**src/rtl/crc_pkg.sv**
```systemverilog
`default_nettype none
// ============================================================================
// Module   : crc_pkg
// Purpose  : Shared CRC defaults (width, polynomial, seed) and the receive
//            state encoding used by the serial CRC checker.
// Revision : 1.0  initial release
// ============================================================================
package crc_pkg;

  // Default CRC is x^4 + x + 1 (implicit x^4 term dropped), seeded with zero.
  localparam int         CRC_W_DEF = 4;
  localparam logic [3:0] POLY_DEF  = 4'h3;
  localparam logic [3:0] INIT_DEF  = 4'h0;

  // Receive state encoding.
  typedef enum logic [1:0] {
    ST_IDLE = 2'd0,
    ST_RECV = 2'd1,
    ST_DONE = 2'd2
  } state_t;

endpackage : crc_pkg
`default_nettype wire

```
**src/rtl/crc_lfsr_step.sv**
```systemverilog
`default_nettype none
// ============================================================================
// Module   : crc_lfsr_step
// Purpose  : Combinational single-bit CRC LFSR update. Shared by the serial
//            encoder and checker so both ends use one polynomial definition.
// Revision : 1.0  initial release
// ============================================================================
module crc_lfsr_step
  import crc_pkg::*;
#(
  parameter int               CRC_W = CRC_W_DEF,
  parameter logic [CRC_W-1:0] POLY  = CRC_W'(POLY_DEF)
) (
  input  logic [CRC_W-1:0] lfsr_in,
  input  logic             bit_in,
  output logic [CRC_W-1:0] lfsr_out
);

  logic feedback;

  // Feedback is the outgoing MSB mixed with the incoming bit; when set, the
  // polynomial taps are folded into the shifted register.
  always_comb begin
    feedback = lfsr_in[CRC_W-1] ^ bit_in;
    lfsr_out = {lfsr_in[CRC_W-2:0], 1'b0} ^ (feedback ? POLY : '0);
  end

endmodule : crc_lfsr_step
`default_nettype wire

```
**src/rtl/crc_check_rx.sv**
```systemverilog
`default_nettype none
// ============================================================================
// Module   : crc_check_rx
// Purpose  : Serial CRC checker. Receives DATA_W payload bits followed by
//            CRC_W check bits (MSB first), captures the payload, and reports
//            pass/fail with a one-cycle done pulse. A new start-of-frame in
//            the middle of a frame abandons it and pulses abort.
// Revision : 1.0  initial release
// ============================================================================
module crc_check_rx
  import crc_pkg::*;
#(
  parameter int               DATA_W = 8,
  parameter int               CRC_W  = CRC_W_DEF,
  parameter logic [CRC_W-1:0] POLY   = CRC_W'(POLY_DEF),
  parameter logic [CRC_W-1:0] INIT   = CRC_W'(INIT_DEF)
) (
  input  logic              i_clk,
  input  logic              i_rst_n,
  input  logic              i_sof,
  input  logic              i_vld,
  input  logic              i_bit,
  output logic [DATA_W-1:0] o_data,
  output logic              o_crc_ok,
  output logic              o_done,
  output logic              o_abort,
  output logic              o_busy
);

  localparam int               FRAME_LEN = DATA_W + CRC_W;
  localparam int               CNT_W     = $clog2(FRAME_LEN + 1);
  localparam logic [CNT_W-1:0] DATA_CNT  = CNT_W'(DATA_W);
  localparam logic [CNT_W-1:0] FRAME_CNT = CNT_W'(FRAME_LEN);

  state_t            state;
  state_t            state_next;
  logic [CRC_W-1:0]  lfsr;
  logic [CRC_W-1:0]  lfsr_seed;
  logic [CRC_W-1:0]  lfsr_next;
  logic [CNT_W-1:0]  cnt;
  logic [CNT_W-1:0]  cnt_base;
  logic [CNT_W-1:0]  cnt_next;
  logic [DATA_W-1:0] payload;
  logic [DATA_W-1:0] payload_shift;
  logic              start;
  logic              accept;
  logic              last_bit;
  logic              in_payload;

  // A valid start-of-frame restarts the frame in any state; other valid bits
  // only count while a frame is in progress.
  always_comb begin
    start      = i_vld & i_sof;
    accept     = start | (i_vld & (state == ST_RECV));
    lfsr_seed  = start ? INIT : lfsr;
    cnt_base   = start ? '0 : cnt;
    cnt_next   = cnt_base + CNT_W'(1);
    in_payload = (cnt_base < DATA_CNT);
    last_bit   = accept & (cnt_next == FRAME_CNT);
  end

  crc_lfsr_step #(
    .CRC_W (CRC_W),
    .POLY  (POLY)
  ) u_step (
    .lfsr_in  (lfsr_seed),
    .bit_in   (i_bit),
    .lfsr_out (lfsr_next)
  );

  if (DATA_W == 1) begin : g_pay_single
    assign payload_shift = i_bit;
  end else begin : g_pay_multi
    assign payload_shift = {payload[DATA_W-2:0], i_bit};
  end

  // State register.
  always_ff @(posedge i_clk or negedge i_rst_n) begin
    if (!i_rst_n) begin
      state <= ST_IDLE;
    end else begin
      state <= state_next;
    end
  end

  // Next-state logic; a frame is at least three bits long, so a start bit can
  // never also be the last bit.
  always_comb begin
    state_next = state;
    case (state)
      ST_IDLE: if (start) state_next = ST_RECV;
      ST_RECV: begin
        if (start)         state_next = ST_RECV;
        else if (last_bit) state_next = ST_DONE;
      end
      ST_DONE: state_next = start ? ST_RECV : ST_IDLE;
      default: state_next = ST_IDLE;
    endcase
  end

  // Frame datapath: LFSR, bit counter, payload capture and result registers.
  always_ff @(posedge i_clk or negedge i_rst_n) begin
    if (!i_rst_n) begin
      lfsr     <= INIT;
      cnt      <= '0;
      payload  <= '0;
      o_data   <= '0;
      o_crc_ok <= 1'b0;
      o_abort  <= 1'b0;
    end else begin
      o_abort <= start & (state == ST_RECV);
      if (accept) begin
        lfsr <= lfsr_next;
        cnt  <= last_bit ? '0 : cnt_next;
        if (in_payload) begin
          payload <= payload_shift;
        end
        if (last_bit) begin
          o_data   <= payload;
          o_crc_ok <= (lfsr_next == '0);
        end
      end
    end
  end

  assign o_done = (state == ST_DONE);
  assign o_busy = (state == ST_RECV);

endmodule : crc_check_rx
`default_nettype wire

```
**config.mk**
```make
export PLATFORM = sky130hd
export DESIGN_NAME = crc_check_rx
export DESIGN_NICKNAME = d
export VERILOG_FILES = /design/src/rtl/crc_pkg.sv /design/src/rtl/crc_lfsr_step.sv /design/src/rtl/crc_check_rx.sv
export SDC_FILE = /design/constraint.sdc
export NUM_CORES = 1
export LEC_CHECK = 0
export CAP_MARGIN = 10
export CELL_PAD_IN_SITES_DETAIL_PLACEMENT = 0
export CELL_PAD_IN_SITES_GLOBAL_PLACEMENT = 1
export CORE_MARGIN = 1.5
export CORE_UTILIZATION = 35
export DETAILED_ROUTE_END_ITERATION = 8
export PLACE_DENSITY_LB_ADDON = 0.1
export SETUP_SLACK_MARGIN = 0.1
export SYNTH_ARGS = -nofsm -noshare
export SYNTH_HDL_FRONTEND = slang
export SYNTH_SLANG_ARGS = --single-unit
```
**constraint.sdc**
```tcl
create_clock -name i_clk -period 1.91 [get_ports i_clk]
set_input_delay 0.191 -clock i_clk [delete_from_list [all_inputs] [get_ports i_clk]]
set_output_delay 0.191 -clock i_clk [all_outputs]
set_load 0.05 [all_outputs]
```
# ---- After elaboration in Yosys (flattened, before gate mapping)
# Cells that the tools add are included.
dict set report word_totals {
  regBits 28
  input_bits 5
  output_inout_bits 12
  word_cells 35
}
dict set report classes {
  n_addsub 1
  order_cmp 1
  n_eq_ne 5
  mux 9
  bitwise 7
  n_reduce_logical 5
}
# operator count
set ops {}
lappend ops {{$mux W4} 3}
lappend ops {{$mux W2} 4}
lappend ops {{$pmux W2 S3} 1}
lappend ops {{$reduce_and A2 Y1} 3}
lappend ops {{$add A4 B1 Y4 const B} 1}
lappend ops {{$and A1 B1 Y1} 4}
lappend ops {{$eq A4 B4 Y1 const B} 1}
lappend ops {{$logic_not A4 Y1} 1}
lappend ops {{$lt A4 B4 Y1 const B} 1}
lappend ops {{$xor A4 B4 Y4} 1}
lappend ops {{$ne A3 B1 Y1 const B} 1}
lappend ops {{$eq A2 B1 Y1 const B} 1}
lappend ops {{$eq A2 B2 Y1 const B} 1}
lappend ops {{$logic_not A2 Y1} 1}
lappend ops {{$ne A2 B2 Y1 const B} 1}
lappend ops {{$mux W1} 1}
lappend ops {{$or A1 B1 Y1} 1}
lappend ops {{$xor A1 B1 Y1} 1}

# ---- Longest topological paths before layout
dict set report depth {
  ltp_word 8
  mapped_depth 7
  ltp_nobuf 6
}

# ---- Cells and area by module
# A second synthesis with hierarchy kept.
dict set report hier_totals {
  cells_unflattened 86
  hier_area_um2 1251.2
}
# mod instances cells_each area_each_um2 seq_area_each_um2
set modules_own_cells {}
lappend modules_own_cells {crc_check_rx 1 81 1196.1 700.7}
lappend modules_own_cells {crc_lfsr_step 1 5 55.1 0.0}

# ---- Least setup slack after synthesis
# Ideal clock, no wire load.
dict set report synth_timing {
  kind {reg-to-reg}
  start {register state[1]}
  end {register o_crc_ok}
  t_arrival_ns 1.333
  slack_ns 0.452
  path_stages_with_launch 5
  synth_period_minus_slack_ns 1.458
  cell_sequence {dfrtp_1 > nand2b_1 > inv_2 > nand4_4 > mux2_2}
}
dict set report synth_between {
  elab_chain_cells 5
}
# item line
set synth_rtl {}
lappend synth_rtl {{start: declaration} crc_check_rx.sv:35} ;# state_t state;
lappend synth_rtl {{start signal: assignment} crc_check_rx.sv:82} ;# state <= state_next;
lappend synth_rtl {{$eq A2 B1 Y1 *} -}
lappend synth_rtl {{named net o_busy} crc_check_rx.sv:27} ;# output logic o_busy
lappend synth_rtl {{$and A1 B1 Y1 *} crc_check_rx.sv:54} ;# accept = start | (i_vld & (state == ST_RECV));
lappend synth_rtl {{$or A1 B1 Y1 *} crc_check_rx.sv:54}
lappend synth_rtl {{$and A1 B1 Y1} crc_check_rx.sv:59} ;# last_bit = accept & (cnt_next == FRAME_CNT);
lappend synth_rtl {{$reduce_and A2 Y1 (no source line) *} -}
lappend synth_rtl {{end signal: assignment} crc_check_rx.sv:120} ;# o_crc_ok <= (lfsr_next == '0);
lappend synth_rtl {{end: declaration} crc_check_rx.sv:24} ;# output logic o_crc_ok,
# The timed path passes the listed nets; every way through them passes the cells marked *.
# A chain may end at the register's enable or synchronous reset.

# ---- Worst setup path in the final report
dict set report layout_timing {
  start {register o_data[2]}
  end {output o_data[2]}
}
# item line
set layout_rtl {}
lappend layout_rtl {{start: declaration} crc_check_rx.sv:23} ;# output logic [DATA_W-1:0] o_data,
lappend layout_rtl {{start signal: assignment} crc_check_rx.sv:119} ;# o_data <= payload;
# No word-level cell between the ends.

==> metrics.md <==
| Metric | Value |
|---|---|
| Status | `completed` |
| DR iter-0 viols | `24` |
| Crit path max fanout | `2` |
| Fin Setup TNS | `0 ns` |
| Compound-cell area share of the yosys netlist | `8.299%` |
| CTS resizes | `0` |
| Worst setup SP type | `register` |
| Worst Hold Class | `input port to asynchronous set/reset pin` |
| Die area | `3808 sq um` |
| Syn Nets | `95` |
| First-pass GRT wire length | `3663 um` |
| Post-CTS Hold Buffers | `0` |
| Initial antenna violation count | `0` |
| WS Path Type | `register to output port` |
| Most frequent cells in the layout | `28 x dfrtp_1, 18 x mux2_2, 14 x clkdlybuf4s50_1, 6 x buf_4, 4 x nand2_1` |
| Placed cells | `153` |
| Crit path max-delay family | `buffers and inverters` |
| Vias per cell | `4.924` |
| Power per standard cell area | `1136 nW/um^2` |
| Synthesized area | `1206 sq um` |
| Detailed Route WL | `2161 um` |
| Clock Latency Late Sink | `0.34 ns` |
| CP max stage delay | `0.80 ns` |
| Post-CTS Setup Repair Bufs | `0` |
| CTS max path bufs | `2` |
| CP Capture Type | `output port` |
| Endpoints failing setup | `0` |
| Detailed placer's ending HPWL | `1521 um` |
| Layout Cells excl Fill | `157` |
| Main combinational cell family by area after synthesis | `multiplexers` |
| Stages on worst setup path | `1` |
| Most common cell after layout, fill and taps aside | `dfrtp_1` |
| Clock sink count | `28` |
| M2 GR Usage | `18.95%` |
| Port bufs | `16` |
| Layout cell share with drive strength beyond 1 | `30.63%` |
| Slew @ Worst Pin | `0.5065 ns` |
| Overall Global Routing Usage | `13.31%` |
| Global Route met1 Usage | `19.37%` |
| Die Wd | `61.71 um` |
| Post-Synth Adder-Cell Area | `1.037%` |
| Post-Layout Inst Area | `1491 sq um` |
| Core Area | `3311 sq um` |
| Hold Vio Cnt, Final | `0` |
| Total power | `1694 uW` |
| Mux contribution to synthesized area | `17.63%` |
| Clock slew at reported path FFs | `0.16 ns` |
| RePlAce Congestion | `0.7443` |
| Area Growth Syn to Fin | `23.65%` |
| Synth Area in Simple Gates | `12.14%` |
| Post-DR wirelength/cell | `13.76 um` |
| H-tree depth | `1` |
| Worst vdd ir | `0.0004291 V` |
| CP required | `1.72 ns` |
| CP Cell Sequence | `clkdlybuf4s50_1` |
| # IOs | `17` |
| Num rows | `21` |
| Leakage dissipation | `0.0006668 uW` |
| Maxcap violations | `0` |
| CTS Buf Count | `3` |
| Max Slew Vio Count | `0` |
| Gate Count Post-Synth | `89` |
| Max-slew headroom | `66.13%` |
| DR DRC count | `0` |
| R2R setup slack | `0.36 ns` |
| Netlist cell types | `31` |
| Final Cycle Share | `89.63%` |
| Root Buffer | `clkbuf_4` |
| GR Overflow Total | `0` |
| Mean cell area of the mapped netlist | `13.55 sq um` |
| Crit path DAT | `1.52 ns` |
| Syn. warnings | `0` |
| Layout Skew | `0.01342 ns` |
| Die H | `61.71 um` |
| Diode count | `0` |
| Synthesized flop and latch total | `28` |
| Worst R2R Path Depth | `4` |
| Initial Utilization | `36.43%` |
| Post-synthesis xor/xnor area fraction | `0.7261%` |
| TritonCTS clock tree | `yes` |
| Final Util | `45.05%` |
| Final net count | `118` |
| First-pass DRT Iterations | `4` |
| Top Usage Layer GRT | `met1` |
| Fmax | `0.5841 GHz` |
| Critical-path top delay cell | `clkdlybuf4s50_1` |
| RSZ-0062 raised after global routing | `false` |
| Largest net degree at the start of global routing | `29` |
| M3 GR Usage | `2.070%` |
| Worst Path Buf+Inv | `1` |
| Dpl cell area | `1439 sq um` |
| Post-DRT Antenna Nets | `0` |
| Vias in the first global route | `758` |
| Sequential area share after synthesis | `58.09%` |
| Routed via count | `773` |
| Min Clock Period, post-route | `1.712 ns` |
-- cells by family after synthesis --
| kind of cell | after synthesis |
|---|---|
| compound gates | 13 |
| mux | 19 |
| flops | 28 |
| simple gates | 21 |
| buf+inv | 6 |
| xor+xnor | 1 |
| fa+ha+maj | 1 |
-- registers in the layout, indices dropped and copies added (netlist names) --
| register | flops |
|---|---|
| cnt | 4 |
| lfsr | 4 |
| o_abort | 1 |
| o_crc_ok | 1 |
| o_data | 8 |
| payload | 8 |
| state | 2 |
-- report_power, final --
group	total [uW]	internal (uW)	switching, uW
combinational	449	212	237
sequential	852	742	110
clock	393	212	180
total	1690	1170	527
-- worst reg2reg max path: stages (launching register included) --
cell      delay [ns]
dfrtp_1         0.48
nand2b_1        0.18
inv_2           0.08
o21ai_1         0.33
mux2_2          0.38
-- layer usage --
layer	vias to the layer above	share of wire (%)
met1	386	52
met3	4	2.8
met5	-	0
met4	0	1.5
li1	371	-
met2	12	44
-- through the flow --
stage,worst slack (ns),hold slack (ns)
floorplan,0.4521,-0.1046
global placement,0.08923,0.4889
detailed placement,0.07095,0.4965
CTS,0.1788,0.2071
global route,0.1250,0.2359
finish,0.1981,0.2043
-- cells in the mapped netlist (all sizes together) --
library cell | instances | area (sq um)
o21ai | 3 | 18.76
nor2 | 1 | 3.750
a31o | 1 | 8.760
nor3b | 2 | 15.01
o211ai | 2 | 15.01
a32o | 2 | 20.02
and3b | 1 | 8.760
and4b | 1 | 11.26
nand2 | 4 | 15.01
o21a | 1 | 7.510
a21boi | 2 | 15.01
nor4b | 1 | 8.760
mux2i | 1 | 10.01
nor2b | 2 | 12.51
or2 | 1 | 6.260
a32oi | 1 | 8.760
mux2 | 18 | 202.7
xor2 | 1 | 8.760
nand3 | 3 | 15.01
ha | 1 | 12.51
nand4b | 1 | 8.760
nand2b | 2 | 12.51
buf | 2 | 10.01
nand4 | 1 | 21.27
inv | 4 | 15.01
dfrtp | 28 | 700.7
a31oi | 1 | 6.260
nand3b | 1 | 7.510
-- final timing paths --
| path | from | end |
|---|---|---|
| worst max-delay path | o_data[2]$_DFFE_PN0P_ | o_data[2] |
| worst min-delay path | i_rst_n | state[0]$_DFFE_PN0P_ |
| worst max register to register | state[0]$_DFFE_PN0P_ | lfsr[1]$_DFFE_PN0N_ |
| worst min register to register | o_data[6]$_DFFE_PN0P_ | o_data[6]$_DFFE_PN0P_ |
| max in group asynchronous | i_rst_n | o_data[6]$_DFFE_PN0P_ |
| min in group i_clk | o_data[6]$_DFFE_PN0P_ | o_data[6]$_DFFE_PN0P_ |
-- final cells by class --
class	count	area [sq um]
tap	46	57.56
inverter	4	15.01
clock buffer	3	22.52
multi-input combinational	55	480.5
timing repair buffer	20	185.2
clock inverter	1	30.03
fill	329	1819
sequential	28	700.7
Note: power is estimated with default switching activity, not from simulation.
